`src/rtl/mesi_event_gen_pkg.sv`:
```
// Shared codes for the MESI event generator: line states, bus messages,
// emitter/listener event codes and the request FSM states.
package mesi_pkg;

    typedef enum logic [2:0] {
        LS_I = 3'b001,
        LS_S = 3'b010,
        LS_E = 3'b011,
        LS_M = 3'b100
    } line_state_e;

    localparam logic [2:0] MSG_RD_MISS = 3'b001;
    localparam logic [2:0] MSG_WR_MISS = 3'b010;
    localparam logic [2:0] MSG_INV     = 3'b100;

    localparam logic [4:0] EV_NONE       = 5'b00000;
    localparam logic [4:0] EV_RD_MISS    = 5'b00001;
    localparam logic [4:0] EV_RD_HIT     = 5'b00010;
    localparam logic [4:0] EV_WR_MISS    = 5'b00100;
    localparam logic [4:0] EV_WR_HIT     = 5'b01000;
    localparam logic [4:0] EV_RD_MISS_SH = 5'b10001;

    localparam logic [4:0] EV_SNP_RD  = 5'b00001;
    localparam logic [4:0] EV_SNP_WR  = 5'b00100;
    localparam logic [4:0] EV_SNP_INV = 5'b10000;

    typedef enum logic [1:0] {
        S_IDLE,
        S_LOOKUP,
        S_ISSUE
    } fsm_e;

    function automatic logic [4:0] emitter_event(input logic we, input logic hit,
                                                 input logic shared);
        if (we)
            return hit ? EV_WR_HIT : EV_WR_MISS;
        else if (hit)
            return EV_RD_HIT;
        else
            return shared ? EV_RD_MISS_SH : EV_RD_MISS;
    endfunction

    function automatic logic [4:0] listener_event(input logic [2:0] msg);
        case (msg)
            MSG_RD_MISS: return EV_SNP_RD;
            MSG_WR_MISS: return EV_SNP_WR;
            MSG_INV:     return EV_SNP_INV;
            default:     return EV_NONE;
        endcase
    endfunction

endpackage

```
`src/rtl/mesi_event_gen_if.sv`:
```
// Request/snoop/event bundle between requesters, the event generator and
// the per-line MESI blocks.
interface mesi_event_gen_if #(
    parameter int ADDR_W = 8,
    parameter int IDX_W  = 2
);
    logic              cpu_req;
    logic              cpu_we;
    logic [ADDR_W-1:0] cpu_addr;
    logic              cpu_ack;
    logic              snp_req;
    logic [2:0]        snp_msg;
    logic [ADDR_W-1:0] snp_addr;
    logic              snp_ack;
    logic              shared_in;
    logic [2:0]        line_state;
    logic [IDX_W-1:0]  line_idx;
    logic              Controle;
    logic [4:0]        CPU_event;
    logic              busy;

    modport master (
        output cpu_req, cpu_we, cpu_addr, snp_req, snp_msg, snp_addr,
               shared_in, line_state,
        input  cpu_ack, snp_ack, line_idx, Controle, CPU_event, busy
    );

    modport slave (
        input  cpu_req, cpu_we, cpu_addr, snp_req, snp_msg, snp_addr,
               shared_in, line_state,
        output cpu_ack, snp_ack, line_idx, Controle, CPU_event, busy
    );
endinterface

```
`src/rtl/mesi_event_gen_tag_array.sv`:
```
// Direct-mapped tag directory: combinational read, one synchronous write
// port, synchronous clear.
module mesi_tag_array #(
    parameter int IDX_W = 2,
    parameter int TAG_W = 6
) (
    input  logic             CLK,
    input  logic             CLR,
    input  logic             we,
    input  logic [IDX_W-1:0] widx,
    input  logic [TAG_W-1:0] wtag,
    input  logic [IDX_W-1:0] ridx,
    output logic [TAG_W-1:0] rtag
);
    localparam int NUM_LINES = 2**IDX_W;

    logic [TAG_W-1:0] tags [NUM_LINES];

    always_ff @(posedge CLK) begin
        if (CLR)
            tags <= '{default: '0};
        else if (we)
            tags[widx] <= wtag;
    end

    assign rtag = tags[ridx];
endmodule

```
`src/rtl/mesi_event_gen.sv`:
```
// Serialising front-end: accepts one CPU request or snoop at a time, looks up
// the tag directory and issues a single-cycle event to the addressed line.
module mesi_event_gen
    import mesi_pkg::*;
#(
    parameter int ADDR_W = 8,
    parameter int IDX_W  = 2
) (
    input logic             CLK,
    input logic             CLR,
    mesi_event_gen_if.slave bus
);
    localparam int TAG_W = ADDR_W - IDX_W;

    fsm_e             state_q, state_d;
    logic             accept_snp, accept_cpu;
    logic             src_cpu_q, we_q, hit_q;
    logic [2:0]       msg_q;
    logic [TAG_W-1:0] tag_q, dir_tag;
    logic [IDX_W-1:0] idx_q;
    logic [4:0]       ev_q, ev_w;
    logic             hit_w, tag_we;

    mesi_tag_array #(.IDX_W(IDX_W), .TAG_W(TAG_W)) u_tags (
        .CLK  (CLK),
        .CLR  (CLR),
        .we   (tag_we),
        .widx (idx_q),
        .wtag (tag_q),
        .ridx (idx_q),
        .rtag (dir_tag)
    );

    always_ff @(posedge CLK) begin
        if (CLR)
            state_q <= S_IDLE;
        else
            state_q <= state_d;
    end

    always_comb begin
        state_d       = state_q;
        accept_snp    = 1'b0;
        accept_cpu    = 1'b0;
        bus.cpu_ack   = 1'b0;
        bus.snp_ack   = 1'b0;
        bus.Controle  = 1'b0;
        bus.CPU_event = EV_NONE;
        case (state_q)
            S_IDLE: begin
                // Snoops take priority; a simultaneous CPU request stays pending.
                if (bus.snp_req) begin
                    accept_snp = 1'b1;
                    state_d    = S_LOOKUP;
                end else if (bus.cpu_req) begin
                    accept_cpu = 1'b1;
                    state_d    = S_LOOKUP;
                end
            end
            S_LOOKUP: state_d = S_ISSUE;
            S_ISSUE: begin
                bus.CPU_event = ev_q;
                bus.Controle  = src_cpu_q;
                bus.cpu_ack   = src_cpu_q;
                bus.snp_ack   = ~src_cpu_q;
                state_d       = S_IDLE;
            end
            default: state_d = S_IDLE;
        endcase
    end

    assign hit_w = (dir_tag == tag_q) && (bus.line_state != LS_I);
    assign ev_w  = src_cpu_q ? emitter_event(we_q, hit_w, bus.shared_in)
                             : (hit_w ? listener_event(msg_q) : EV_NONE);

    always_ff @(posedge CLK) begin
        if (CLR) begin
            src_cpu_q <= 1'b0;
            we_q      <= 1'b0;
            msg_q     <= '0;
            tag_q     <= '0;
            idx_q     <= '0;
            hit_q     <= 1'b0;
            ev_q      <= '0;
        end else begin
            if (accept_snp) begin
                src_cpu_q <= 1'b0;
                we_q      <= 1'b0;
                msg_q     <= bus.snp_msg;
                tag_q     <= bus.snp_addr[ADDR_W-1:IDX_W];
                idx_q     <= bus.snp_addr[IDX_W-1:0];
            end else if (accept_cpu) begin
                src_cpu_q <= 1'b1;
                we_q      <= bus.cpu_we;
                msg_q     <= '0;
                tag_q     <= bus.cpu_addr[ADDR_W-1:IDX_W];
                idx_q     <= bus.cpu_addr[IDX_W-1:0];
            end
            if (state_q == S_LOOKUP) begin
                hit_q <= hit_w;
                ev_q  <= ev_w;
            end
        end
    end

    // CPU misses allocate the line by overwriting its tag as the event issues.
    assign tag_we = (state_q == S_ISSUE) && src_cpu_q && !hit_q;

    assign bus.line_idx = idx_q;
    assign bus.busy     = (state_q != S_IDLE);
endmodule

```
`src/flat_wrapper.sv`:
```
// flat-port wrapper written by rule: the top's interface ports become plain ports
module mesi_event_gen_flat import mesi_pkg::*;
#(
    parameter int ADDR_W = 8,
    parameter int IDX_W  = 2
)
  (CLK, CLR, bus_cpu_req, bus_cpu_we, bus_cpu_addr, bus_snp_req, bus_snp_msg, bus_snp_addr, bus_shared_in, bus_line_state, bus_cpu_ack, bus_snp_ack, bus_line_idx, bus_Controle, bus_CPU_event, bus_busy);
  mesi_event_gen_if #(.ADDR_W(ADDR_W), .IDX_W(IDX_W)) bus_i ();
  input logic CLK;
  input logic CLR;
  input wire logic [$bits(bus_i.cpu_req)-1:0] bus_cpu_req;
  input wire logic [$bits(bus_i.cpu_we)-1:0] bus_cpu_we;
  input wire logic [$bits(bus_i.cpu_addr)-1:0] bus_cpu_addr;
  input wire logic [$bits(bus_i.snp_req)-1:0] bus_snp_req;
  input wire logic [$bits(bus_i.snp_msg)-1:0] bus_snp_msg;
  input wire logic [$bits(bus_i.snp_addr)-1:0] bus_snp_addr;
  input wire logic [$bits(bus_i.shared_in)-1:0] bus_shared_in;
  input wire logic [$bits(bus_i.line_state)-1:0] bus_line_state;
  output wire logic [$bits(bus_i.cpu_ack)-1:0] bus_cpu_ack;
  output wire logic [$bits(bus_i.snp_ack)-1:0] bus_snp_ack;
  output wire logic [$bits(bus_i.line_idx)-1:0] bus_line_idx;
  output wire logic [$bits(bus_i.Controle)-1:0] bus_Controle;
  output wire logic [$bits(bus_i.CPU_event)-1:0] bus_CPU_event;
  output wire logic [$bits(bus_i.busy)-1:0] bus_busy;
  assign bus_i.cpu_req = bus_cpu_req;
  assign bus_i.cpu_we = bus_cpu_we;
  assign bus_i.cpu_addr = bus_cpu_addr;
  assign bus_i.snp_req = bus_snp_req;
  assign bus_i.snp_msg = bus_snp_msg;
  assign bus_i.snp_addr = bus_snp_addr;
  assign bus_i.shared_in = bus_shared_in;
  assign bus_i.line_state = bus_line_state;
  assign bus_cpu_ack = bus_i.cpu_ack;
  assign bus_snp_ack = bus_i.snp_ack;
  assign bus_line_idx = bus_i.line_idx;
  assign bus_Controle = bus_i.Controle;
  assign bus_CPU_event = bus_i.CPU_event;
  assign bus_busy = bus_i.busy;
  mesi_event_gen #(.ADDR_W(ADDR_W), .IDX_W(IDX_W)) u_core (.CLK(CLK), .CLR(CLR), .bus(bus_i));
endmodule
```
`config.mk`:
```
export PLATFORM = sky130hd
export DESIGN_NAME = mesi_event_gen_flat
export DESIGN_NICKNAME = d
export VERILOG_FILES = /design/src/rtl/mesi_event_gen_pkg.sv /design/src/rtl/mesi_event_gen_if.sv /design/src/rtl/mesi_event_gen_tag_array.sv /design/src/rtl/mesi_event_gen.sv /design/src/flat_wrapper.sv
export SDC_FILE = /design/constraint.sdc
export NUM_CORES = 1
export LEC_CHECK = 0
export BUFFER_PORTS_ARGS = -buffer_cell sky130_fd_sc_hd__buf_4
export CAP_MARGIN = 20
export CELL_PAD_IN_SITES_DETAIL_PLACEMENT = 2
export CELL_PAD_IN_SITES_GLOBAL_PLACEMENT = 2
export CORE_UTILIZATION = 37
export CTS_CLUSTER_DIAMETER = 80
export DETAILED_ROUTE_END_ITERATION = 7
export PLACE_DENSITY = 0.9
export SYNTH_ARGS = -nofsm -noshare
export SYNTH_HDL_FRONTEND = slang
export SYNTH_HIERARCHICAL = 1
export SYNTH_SLANG_ARGS = --single-unit
```
`constraint.sdc`:
```
create_clock -name CLK -period 5.5 [get_ports CLK]
set_input_delay 0.825 -clock CLK [delete_from_list [all_inputs] [get_ports CLK]]
set_output_delay 0.825 -clock CLK [all_outputs]
set_load 0.02 [all_outputs]
```
==> metrics <==
post-route insts no fill roughly 320; final hold violations 0; Avg Vias per Cell about 5.4; CTS tree done; ys async rst share 0%; CTS Root Cell clkbuf_8; Critical Path AT approximately 2800 ps; clock buffer count from CTS 5; Die ar. approximately 6200 um^2; PD cells roughly 280 nW/um^2; Net Sw Frac between 20 and 30%; Vias approximately 1,700; worst slew pin tran approximately 980 ps; CTS resizes 0; Max FO, Critical Path 14; Gate power share between 10 and 15%; pin count of the biggest net entering global routing 52; CP Class reg -> reg; multi-input logic area around 1200 um^2; placed insts between 300 and 400; Mapped Cells between 200 and 250; Synth cell types 36; Area Growth Syn to Fin 20.2%; setup ws final between 2000 and 3000 ps; maximum clock rate between 300 and 400 MHz; initial core utilization between 30% and 40%; initial drt markers 90; commonest non-fill, non-tap cell in the layout dfxtp_1; filler cell count roughly 600; CP required roughly 5700 ps; DRC 0; number of diodes 0; Reg area 901 um^2; Placement Setup Slack just under 3000 ps; Pleak roughly 1.1 nW; minimum clock period about 2600 ps; htree depth 2; unrepaired setup endpoints after global routing no; skew final roughly 9.4 ps; Routed wire per std cell a little under 20 um; clock power share 36.4%; number of synthesized flops with an enable pin 0; num ports 39; first-pass GRT wire length between 10,000 and 15,000 um; Setup Viol. Count Final 0; Mean Syn Cell Area 10.0 um^2; Clock Tree Buf Depth 2; Internal 0.000536 W; status finished, final reports clean; antenna viol nets, final 0; Yosys warning count 6; hold-fix buffers at CTS 0; Overflow after GRT 0; # Post-CTS Setup Buffers 0; TritonCTS Sinks 45; maxcap violations 0; fin nets between 200 and 300; Slew HR 34.3%; initial antenna violation count 0; Util after Layout a little under half; DP HPWL around 4600 um; Worst-path clk slew 90 ps; setup TNS 0 ps; Worst setup SP type flip-flop; Die Wd roughly 80 um; die extent in y ~79 um; vias in the first global route about 2,000; Psw ~0.00020 W; Post-Syn Area 2180 um^2; Worst Setup End Kind flip-flop; Hold/Removal Path Class reg -> reg; FF+latch count, synth 45; most frequent cells in the layout 45 x dfxtp_1, 38 x buf_4, 31 x nand2b_1, 31 x mux2i_1, 20 x nor2_1; GPL Wtd Cong 0.696; Mapped Nets roughly 250; r2r setup slk 2900 ps; GRT Util Overall 22.4%; fraction of layout cells with a size suffix above 1 between 20% and 30%; Seq/Total Area, Yosys roughly 41%; CORE AREA between 5000 and 6000 um^2; clock latency on the worst-skew pair just over 300 ps; Synth Flop Type dfxtp_1; drt pass-1 iters 4; maximum VDD drop roughly 0.15 mV; sequential power share about half; Final Cycle Share between 40% and 50%; Pins Over Slew Limit 0; Core Rows 27; Pwr Total between 0.0007 and 0.0008 W; I/O Buffers 38; Post-Route WL between 6000 and 7000 um
per-stage QoR:
step | cell area [um^2] | hold slack (ps)
final | 2620 | 470
after global routing | 2620 | 496
after CTS | 2620 | 472
after detailed placement | 2500 | 460
after global placement | 2500 | 441
after floorplan | 2180 | 427
cells in the mapped netlist (all sizes together), types with 5 or more instances:
cell | number | area share (%)
mux2i | 31 | 14
a211oi | 9 | 3.3
dfxtp | 45 | 41
nand2 | 6 | 1.0
nor2 | 21 | 3.7
and2 | 7 | 2.0
nor2b | 5 | 1.4
clkbuf | 7 | 1.2
nand2b | 31 | 8.9
buf | 5 | 1.4
a21oi | 5 | 1.1
mux4 | 6 | 6.2
xor2 | 6 | 2.4
state kept, by name, indices dropped and copies added (netlist names):
register             flops
u_core/msg_q             3
u_core/bus.line_idx      2
u_core/tag_q             6
u_core/we_q              1
u_core/hit_q             1
u_core/ev_q              5
u_core/u_tags/tags      24
u_core/state_q           2
u_core/src_cpu_q         1
path summary, 6_finish.rpt:
kind,startpoint,endpoint,depth (start not counted)
worst max-delay path,u_core/bus.line_idx[1]$_SDFFE_PP0P_,u_core/ev_q[2]$_SDFFE_PP0N_,5
worst min-delay path,u_core/ev_q[3]$_SDFFE_PP0N_,u_core/ev_q[3]$_SDFFE_PP0N_,2
worst max register to register,u_core/bus.line_idx[1]$_SDFFE_PP0P_,u_core/ev_q[2]$_SDFFE_PP0N_,5
worst min register to register,u_core/ev_q[3]$_SDFFE_PP0N_,u_core/ev_q[3]$_SDFFE_PP0N_,2
critical path, stage by stage (launching register included):
cell      delay [ps]
dfxtp_1          730
mux4_2           590
xor2_1           180
nor4_4           550
a21boi_1         150
o31a_1           290
routing by layer:
metal	share of wire, %	global-route usage, %	vias to the layer above
met5	0	0	-
met4	1.9	8.70	0
met2	53	41.8	30
met3	2.5	4.02	8
li1	-	-	824
met1	42	25.0	869
power by group through the flow:
stage          sequential (W)  clock (W)  combinational [W]
2_1_floorplan        0.000360          0          0.0000712
3_3_place_gp         0.000367          0           0.000101
3_5_place_dp         0.000369          0           0.000107
4_1_cts              0.000362   0.000274           0.000108
5_1_grt              0.000364   0.000286           0.000118
6_report             0.000361   0.000268           0.000107
cells by family (layout without fill, tap and decap cells):
kind of cell	after synthesis	count (layout)	share of synthesized area [%]
buf+inv	14	48	2.93
mux	37	37	20.5
flops	45	45	41.4
simple gates	89	89	24.3
compound gates	26	26	8.56
xor+xnor	6	6	2.41
final cells by class:
type                            instances  share of cell area (%)
Tap cell                               72                    3.44
Multi-Input combinational cell        158                    46.3
Sequential cell                        45                    34.4
Clock inverter                          2                    1.43
Inverter                                2                   0.287
Timing Repair Buffer                   38                    10.9
Clock buffer                            6                    3.16
(Power assumes the default switching activity.)
